**config.mk**
```make
export PLATFORM = sky130hd
export DESIGN_NAME = mem_arbiter_flat
export DESIGN_NICKNAME = d
export VERILOG_FILES = /design/src/rtl/mem_arb_pkg.sv /design/src/rtl/mem_arbiter_if.sv /design/src/rtl/mem_arb_pick.sv /design/src/rtl/mem_arbiter.sv /design/src/flat_wrapper.sv
export SDC_FILE = /design/constraint.sdc
export NUM_CORES = 1
export LEC_CHECK = 0
export BUFFER_PORTS_ARGS = -buffer_cell sky130_fd_sc_hd__buf_4
export CAP_MARGIN = 10
export CORE_UTILIZATION = 45
export DETAILED_ROUTE_END_ITERATION = 10
export PLACE_DENSITY = 0.9
export SLEW_MARGIN = 10
export SYNTH_ARGS = -nofsm -noshare
export SYNTH_HDL_FRONTEND = slang
export SYNTH_HIERARCHICAL = 1
export SYNTH_SLANG_ARGS = --single-unit
```
**constraint.sdc**
```tcl
create_clock -name clk -period 1.44 [get_ports clk]
set_input_delay 0.288 -clock clk [delete_from_list [all_inputs] [get_ports clk]]
set_output_delay 0.288 -clock clk [all_outputs]
set_load 0.05 [all_outputs]
```
**src/rtl/mem_arb_pkg.sv**
```systemverilog
// Shared definitions for the two-port SPRAM arbiter: FSM encoding, port indices
// and default bus widths.
package mem_arb_pkg;

    localparam int ADDR_W_DEF = 15;
    localparam int DATA_W_DEF = 8;

    localparam logic PORT0 = 1'b0;
    localparam logic PORT1 = 1'b1;

    typedef enum logic [1:0] {
        ST_IDLE  = 2'd0,
        ST_ISSUE = 2'd1,
        ST_READ  = 2'd2
    } arb_state_e;

endpackage

```
**src/rtl/mem_arbiter_if.sv**
```systemverilog
// Client-side request/response bundle for both ports plus the SPRAM port.
// slave = arbiter view, master = clients + memory view.
interface mem_arbiter_if #(
    parameter int ADDR_W = mem_arb_pkg::ADDR_W_DEF,
    parameter int DATA_W = mem_arb_pkg::DATA_W_DEF
);
    logic              req0, req1;
    logic              we0, we1;
    logic [ADDR_W-1:0] addr0, addr1;
    logic [DATA_W-1:0] wdata0, wdata1;
    logic              ack0, ack1;
    logic              rvalid0, rvalid1;
    logic [DATA_W-1:0] rdata0, rdata1;
    logic [ADDR_W-1:0] mem_addr;
    logic              mem_write;
    logic [DATA_W-1:0] mem_data_in;
    logic [DATA_W-1:0] mem_data_out;

    modport slave (
        input  req0, req1, we0, we1, addr0, addr1, wdata0, wdata1, mem_data_out,
        output ack0, ack1, rvalid0, rvalid1, rdata0, rdata1,
               mem_addr, mem_write, mem_data_in
    );

    modport master (
        output req0, req1, we0, we1, addr0, addr1, wdata0, wdata1, mem_data_out,
        input  ack0, ack1, rvalid0, rvalid1, rdata0, rdata1,
               mem_addr, mem_write, mem_data_in
    );
endinterface

```
**src/rtl/mem_arb_pick.sv**
```systemverilog
// Two-way request selector. Round-robin on ties when MEM_ARB_ROUND_ROBIN_EN is
// defined, otherwise fixed priority to port 0 (last_i ignored).
module mem_arb_pick
    import mem_arb_pkg::*;
(
    input  logic req0_i,
    input  logic req1_i,
    input  logic last_i,
    output logic vld_o,
    output logic idx_o
);
    assign vld_o = req0_i | req1_i;

`ifdef MEM_ARB_ROUND_ROBIN_EN
    always_comb begin
        idx_o = PORT0;
        if (req0_i && req1_i) idx_o = ~last_i;
        else if (req1_i)      idx_o = PORT1;
    end
`else
    logic unused_last;
    assign unused_last = last_i;
    assign idx_o = req0_i ? PORT0 : PORT1;
`endif

endmodule

```
**src/rtl/mem_arbiter.sv**
```systemverilog
// Serialises two clients onto the single SPRAM port, one transaction in flight.
// Define MEM_ARB_ROUND_ROBIN_EN for round-robin tie-breaking (default: port 0 wins).
module mem_arbiter
    import mem_arb_pkg::*;
#(
    parameter int ADDR_W = ADDR_W_DEF,
    parameter int DATA_W = DATA_W_DEF
) (
    input logic          clk,
    input logic          rst,
    mem_arbiter_if.slave bus
);
    arb_state_e                   state_q;
    logic                         owner_q;
    logic [1:0]                   ack_q;
    logic [1:0]                   rvalid_q;
    logic [1:0][DATA_W-1:0]       rdata_q;
    logic [ADDR_W-1:0]            mem_addr_q;
    logic                         mem_write_q;
    logic [DATA_W-1:0]            mem_data_in_q;

    logic [1:0]                   req, we;
    logic [1:0][ADDR_W-1:0]       addr;
    logic [1:0][DATA_W-1:0]       wdata;
    logic                         pick_vld, pick_idx, last_port;

    assign req   = {bus.req1, bus.req0};
    assign we    = {bus.we1, bus.we0};
    assign addr  = {bus.addr1, bus.addr0};
    assign wdata = {bus.wdata1, bus.wdata0};

`ifdef MEM_ARB_ROUND_ROBIN_EN
    logic last_q;

    // Reset to PORT1 so the first tie after reset goes to port 0.
    always_ff @(posedge clk) begin
        if (rst)                              last_q <= PORT1;
        else if (state_q == ST_IDLE && pick_vld) last_q <= pick_idx;
    end
    assign last_port = last_q;
`else
    assign last_port = PORT1;
`endif

    mem_arb_pick u_pick (
        .req0_i (req[0]),
        .req1_i (req[1]),
        .last_i (last_port),
        .vld_o  (pick_vld),
        .idx_o  (pick_idx)
    );

    always_ff @(posedge clk) begin
        if (rst) begin
            state_q       <= ST_IDLE;
            owner_q       <= PORT0;
            ack_q         <= '0;
            rvalid_q      <= '0;
            rdata_q       <= '0;
            mem_addr_q    <= '0;
            mem_write_q   <= 1'b0;
            mem_data_in_q <= '0;
        end else begin
            ack_q    <= '0;
            rvalid_q <= '0;
            case (state_q)
                ST_IDLE: begin
                    if (pick_vld) begin
                        mem_addr_q      <= addr[pick_idx];
                        mem_write_q     <= we[pick_idx];
                        mem_data_in_q   <= wdata[pick_idx];
                        owner_q         <= pick_idx;
                        ack_q[pick_idx] <= 1'b1;
                        state_q         <= ST_ISSUE;
                    end
                end
                ST_ISSUE: begin
                    // mem samples the access at the end of this cycle
                    mem_write_q <= 1'b0;
                    state_q     <= mem_write_q ? ST_IDLE : ST_READ;
                end
                ST_READ: begin
                    rdata_q[owner_q]  <= bus.mem_data_out;
                    rvalid_q[owner_q] <= 1'b1;
                    state_q           <= ST_IDLE;
                end
                default: state_q <= ST_IDLE;
            endcase
        end
    end

    assign bus.ack0        = ack_q[0];
    assign bus.ack1        = ack_q[1];
    assign bus.rvalid0     = rvalid_q[0];
    assign bus.rvalid1     = rvalid_q[1];
    assign bus.rdata0      = rdata_q[0];
    assign bus.rdata1      = rdata_q[1];
    assign bus.mem_addr    = mem_addr_q;
    assign bus.mem_write   = mem_write_q;
    assign bus.mem_data_in = mem_data_in_q;

endmodule

```
**src/flat_wrapper.sv**
```systemverilog
// flat-port wrapper written by rule: the top's interface ports become plain ports
module mem_arbiter_flat import mem_arb_pkg::*;
#(
    parameter int ADDR_W = ADDR_W_DEF,
    parameter int DATA_W = DATA_W_DEF
)
  (clk, rst, bus_req0, bus_req1, bus_we0, bus_we1, bus_addr0, bus_addr1, bus_wdata0, bus_wdata1, bus_mem_data_out, bus_ack0, bus_ack1, bus_rvalid0, bus_rvalid1, bus_rdata0, bus_rdata1, bus_mem_addr, bus_mem_write, bus_mem_data_in);
  mem_arbiter_if #(.ADDR_W(ADDR_W), .DATA_W(DATA_W)) bus_i ();
  input logic clk;
  input logic rst;
  input wire logic [$bits(bus_i.req0)-1:0] bus_req0;
  input wire logic [$bits(bus_i.req1)-1:0] bus_req1;
  input wire logic [$bits(bus_i.we0)-1:0] bus_we0;
  input wire logic [$bits(bus_i.we1)-1:0] bus_we1;
  input wire logic [$bits(bus_i.addr0)-1:0] bus_addr0;
  input wire logic [$bits(bus_i.addr1)-1:0] bus_addr1;
  input wire logic [$bits(bus_i.wdata0)-1:0] bus_wdata0;
  input wire logic [$bits(bus_i.wdata1)-1:0] bus_wdata1;
  input wire logic [$bits(bus_i.mem_data_out)-1:0] bus_mem_data_out;
  output wire logic [$bits(bus_i.ack0)-1:0] bus_ack0;
  output wire logic [$bits(bus_i.ack1)-1:0] bus_ack1;
  output wire logic [$bits(bus_i.rvalid0)-1:0] bus_rvalid0;
  output wire logic [$bits(bus_i.rvalid1)-1:0] bus_rvalid1;
  output wire logic [$bits(bus_i.rdata0)-1:0] bus_rdata0;
  output wire logic [$bits(bus_i.rdata1)-1:0] bus_rdata1;
  output wire logic [$bits(bus_i.mem_addr)-1:0] bus_mem_addr;
  output wire logic [$bits(bus_i.mem_write)-1:0] bus_mem_write;
  output wire logic [$bits(bus_i.mem_data_in)-1:0] bus_mem_data_in;
  assign bus_i.req0 = bus_req0;
  assign bus_i.req1 = bus_req1;
  assign bus_i.we0 = bus_we0;
  assign bus_i.we1 = bus_we1;
  assign bus_i.addr0 = bus_addr0;
  assign bus_i.addr1 = bus_addr1;
  assign bus_i.wdata0 = bus_wdata0;
  assign bus_i.wdata1 = bus_wdata1;
  assign bus_i.mem_data_out = bus_mem_data_out;
  assign bus_ack0 = bus_i.ack0;
  assign bus_ack1 = bus_i.ack1;
  assign bus_rvalid0 = bus_i.rvalid0;
  assign bus_rvalid1 = bus_i.rvalid1;
  assign bus_rdata0 = bus_i.rdata0;
  assign bus_rdata1 = bus_i.rdata1;
  assign bus_mem_addr = bus_i.mem_addr;
  assign bus_mem_write = bus_i.mem_write;
  assign bus_mem_data_in = bus_i.mem_data_in;
  mem_arbiter #(.ADDR_W(ADDR_W), .DATA_W(DATA_W)) u_core (.clk(clk), .rst(rst), .bus(bus_i));
endmodule
```
## Word level (Yosys, flattened, before mapping)

Cells that the tools add are included.

| word-level totals | value |
|---|---|
| logic and storage cells | 47 |
| bits in registers | 47 |

| cells by class | value |
|---|---|
| bitwise gates (word level) | 4 |
| eq/ne operators | 3 |
| reduce and logical (&&, ||, !) cells | 8 |
| mux-type cells | 19 |
| $lt $le $gt $ge | 4 |

Operator list:

| operator | count |
|---|---|
| 15-bit 2-to-1 mux | 2 |
| 8-bit 2-to-1 mux | 3 |
| 16-bit bitwise mux | 1 |
| 8-bit demux with 1-bit select | 1 |
| 1-bit 2-to-1 mux | 6 |
| 1-bit by 2-bit less-than comparator with 1-bit output (second input constant) | 2 |
| 2-bit 2-to-1 mux | 2 |
| 2-bit case mux with 2 select lines | 1 |
| 2-bit AND reduction | 2 |
| 1-bit inverter | 3 |
| 3-bit OR reduction | 1 |
| 1-bit demux with 1-bit select | 2 |
| 2-bit by 1-bit equality test with 1-bit output (second input constant) | 1 |
| 2-bit equality test (second input constant) | 1 |
| 1-bit >= comparator (second input constant) | 2 |
| 1-bit logical AND | 2 |
| 2-bit logical NOT | 1 |
| 2-bit by 1-bit != test with 1-bit output (second input constant) | 1 |
| 1-bit case mux with 2 select lines | 1 |
| 2-bit nonzero test | 1 |
| 2-bit OR reduction | 1 |
| 1-bit bitwise OR | 1 |

## Longest topological paths before layout

| logic depth | value |
|---|---|
| depth in word-level cells | 5 |
| depth in mapped cells | 5 |
| depth with buffers taken out | 3 |

## By module

Netlist, hierarchy kept.

Modules (own cells, without submodules):

| module | cells an instance | area an instance (sq um) | times used |
|---|---|---|---|
| mem_arbiter | 189 | 1981.9 | 1 |
| mem_arb_pick | 2 | 10.0 | 1 |

## Worst setup path before layout

OpenSTA, ideal clock, no wires.

| timing | value |
|---|---|
| path type | register -> register |
| start | reg u_core.state_q[1] |
| end | reg u_core.mem_addr_q[10], in the netlist u_core/bus.mem_addr[10] |
| stages on the path, launching flop included | 5 |
| path buffers | 2 |
| data arrival time | 1.202 ns |
| data required time | 1.365 ns |
| slack | 0.163 ns |
| cells stage by stage | dfxtp_1 or4b_1 buf_6 buf_6 o22ai_1 |

| on the way | value |
|---|---|
| word-level cells in the longest chain between the ends | 2 |

Ends and longest elaborated chain:

| element | RTL line | RTL |
|---|---|---|
| from (decl) | mem_arbiter.sv:13 | `arb_state_e state_q;` |
| from (signal assigned) | mem_arbiter.sv:80 | `state_q <= mem_write_q ? ST_IDLE : ST_READ;` |
| 2-bit logical NOT | mem_arbiter.sv:66 | `case (state_q)` |
| 2-bit AND reduction (no line) | n/a |  |
| to (signal assigned) | mem_arbiter.sv:69 | `mem_addr_q <= addr[pick_idx];` |
| to (decl) | mem_arbiter.sv:18 | `logic [ADDR_W-1:0] mem_addr_q;` |

Every way passes these cells.
A chain may end at the register's enable or synchronous reset.

## Final worst setup path

| timing | value |
|---|---|
| start | reg u_core.state_q[1] |
| end | reg u_core.mem_addr_q[9], in the netlist u_core/bus.mem_addr[9] |

Same word-level chain as after synthesis.

==> run_results.csv <==
group,metric,value,unit
global_route,antenna_found_initial,0,
routing,routed_wl,4.52,mm
synthesis,syn_avg_cell_area,10.5,µm²
sta,period_share,90.8,%
pwr,p_sw,0.943,mW
sta,fmax,764,MHz
clock_tree,cts_buffers,5,
run,maxCapViolations,0,
die,ioPinCount,104,
pwr,p_sw_share,30.9,%
status,status,"finished clean",
routing,drt_iter0_drc,69,
die,core,4120,µm²
clock_tree,clk_pin_slew,0.08,ns
routing,drtPass1Iterations,4,
finish,area_delta_synth_final,47.0,%
setup_path,cp.required,1.65,ns
pwr,p_comb_share,27.2,%
sta,finalHoldViolCount,0,
sta,rsz0062_at_grt,"no",
finish,fin_area,2920,µm²
sta,period_needed,1.31,ns
routing,viasPerCell,5.01,
clock_tree,tritoncts,"built",
pwr,power.total,3.05,mW
finish,antenna_cells,0,
synthesis,synthCells,190,
routing,vias,1722,
setup_path,cp_cell_sequence,"or4b_1 -> buf_4 -> o22ai_1",
clock_tree,cts_setup_buffers,0,
place,placed_area,2840,µm²
die,die_y,68.5,µm
die,initial_core_util,48.3,%
synthesis,synth-warning-count,6,
sta,setup_viol,0,
global_route,grt_max_degree,53,
finish,layout.nets,354,
clock_tree,cts_resized,0,
setup_path,cpPeakStageDelay,0.57,ns
setup_path,worst-setup-path-type,"register to register",
setup_path,critPathLaunchType,"register",
place,gp_congestion,0.715,
sta,worstMarginPinSlew,0.372,ns
global_route,grt_remaining_overflow,0,
routing,final_antenna_net_count,0,
clock_tree,ctsHoldBuffers,0,
synthesis,syn_nets,250,
synthesis,netlist_area,1990,µm²
die,die_x,68.5,µm
clock_tree,clock_sinks,47,
die,num_rows,23,
global_route,grt_pass1_wl,7.11,mm
hold_path,hold_class,"primary input to register",
place,io_buffers,103,
finish,drive_gt1_share,41.8,%
pwr,p_clk_share,25.8,%
setup_path,cp_slowest_cell,"or4b_1",
pwr,p_seq_share,47.0,%
routing,routedWlPerCell,13.2,µm
pwr,peakVddDrop,0.604,mV
routing,route.detailed.drc,0,
global_route,grt_pass1_vias,1650,
sta,relSlewSlack,75.2,%
sta,drv_slew,0,
place,dpl.hpwl,3.33,mm
clock_tree,clk_latency,0.29,ns
pwr,leakagePower,1.39,nW
clock_tree,clockBufferDepth,2,
setup_path,arrival,1.52,ns
sta,fin_skew,0.00220,ns
global_route,grt_usage,20.9,%
clock_tree,h-tree-depth,2,
setup_path,path_max_fanout,13,
finish,fill_cells,319,
clock_tree,cts_root_buf,"clkbuf_8",
pwr,pwr_density_cell,1040,nW/µm²
setup_path,crit_path_end_kind,"register",
die,dieArea,4690,µm²
pwr,p_int,2.11,mW
sta,tns,0,ns
## registers in the layout (all words and copies together), names as in the netlist
name,cells
u_core/bus.mem_addr,15
u_core/bus.mem_data_in,8
u_core/bus.rdata0,8
u_core/bus.rdata1,8
u_core/ack_q,2
u_core/rvalid_q,2
u_core/state_q,2
u_core/bus.mem_write,1
u_core/owner_q,1
## critical path, delay by kind of cell, from the launching register on
family / cells / cell delay (ns)
flip-flops: 1 / 0.32
AND/OR/NAND/NOR: 1 / 0.57
buffers and inverters: 1 / 0.21
AO/OA/AOI/OAI: 1 / 0.14
## placed cells by master, fill, tap and decap left out
master / instances
or4b_1: 1
clkbuf_8: 6
clkinv_2: 1
mux2i_1: 40
dfxtp_1: 47
o32ai_1: 1
nor2_1: 3
or2_1: 1
buf_12: 2
o21ba_2: 1
o22ai_1: 23
nor4b_1: 1
nand2b_1: 48
inv_1: 4
nand3b_1: 1
buf_4: 110
o22ai_2: 1
nor3b_2: 2
nor2b_1: 1
## area by class of cell
type                    instances  area (µm²)  share of cell area (%)
clock buffers                   6        82.6                    2.83
clock inverters                 1        5.00                   0.171
inverters                       4        15.0                   0.514
multi-input cells             124         951                    32.5
flip-flops and latches         47         941                    32.2
well taps                      50        62.6                    2.14
repair buffers                112         866                    29.6
## routing by layer
layer / GRT usage [%] / vias to the layer above / wire length [µm]
li1: - / 862 / -
met4: 7.03 / 0 / 72
met5: 0 / - / 0
met1: 22.3 / 790 / 1810
met2: 38.0 / 63 / 2370
met3: 6.83 / 7 / 264
## worst paths after layout
kind              cells past startpoint  slack, ns                 start                         to
setup / recovery                      3       0.13     u_core/state_q[1]     u_core/bus.mem_addr[9]
hold / removal                        3       0.27         bus_wdata0[6]  u_core/bus.mem_data_in[6]
setup reg to reg                      3       0.13     u_core/state_q[1]     u_core/bus.mem_addr[9]
hold reg to reg                       1       0.47  u_core/bus.mem_write          u_core/state_q[1]
## power groups by stage
stage | logic [mW] | registers, mW | clock network, mW
4_1_cts | 0.836 | 1.43 | 0.809
6_report | 0.830 | 1.43 | 0.789
5_1_grt | 0.879 | 1.44 | 0.882
2_1_floorplan | 0.242 | 1.74 | 0
3_3_place_gp | 0.819 | 1.46 | 0
3_5_place_dp | 0.836 | 1.46 | 0
## stage by stage
step | worst slack [ns] | instances | hold slack, ns | utilization, %
global placement | 0.0664 | 337 | 0.441 | 68.9
floorplan | 0.163 | 190 | 0.464 | -
CTS | 0.132 | 344 | 0.269 | 71.0
global route | 0.0650 | 344 | 0.270 | 71.0
detailed placement | 0.00195 | 337 | 0.450 | 68.9
finish | 0.132 | 344 | 0.273 | 71.0
(Power assumes the default switching activity.)
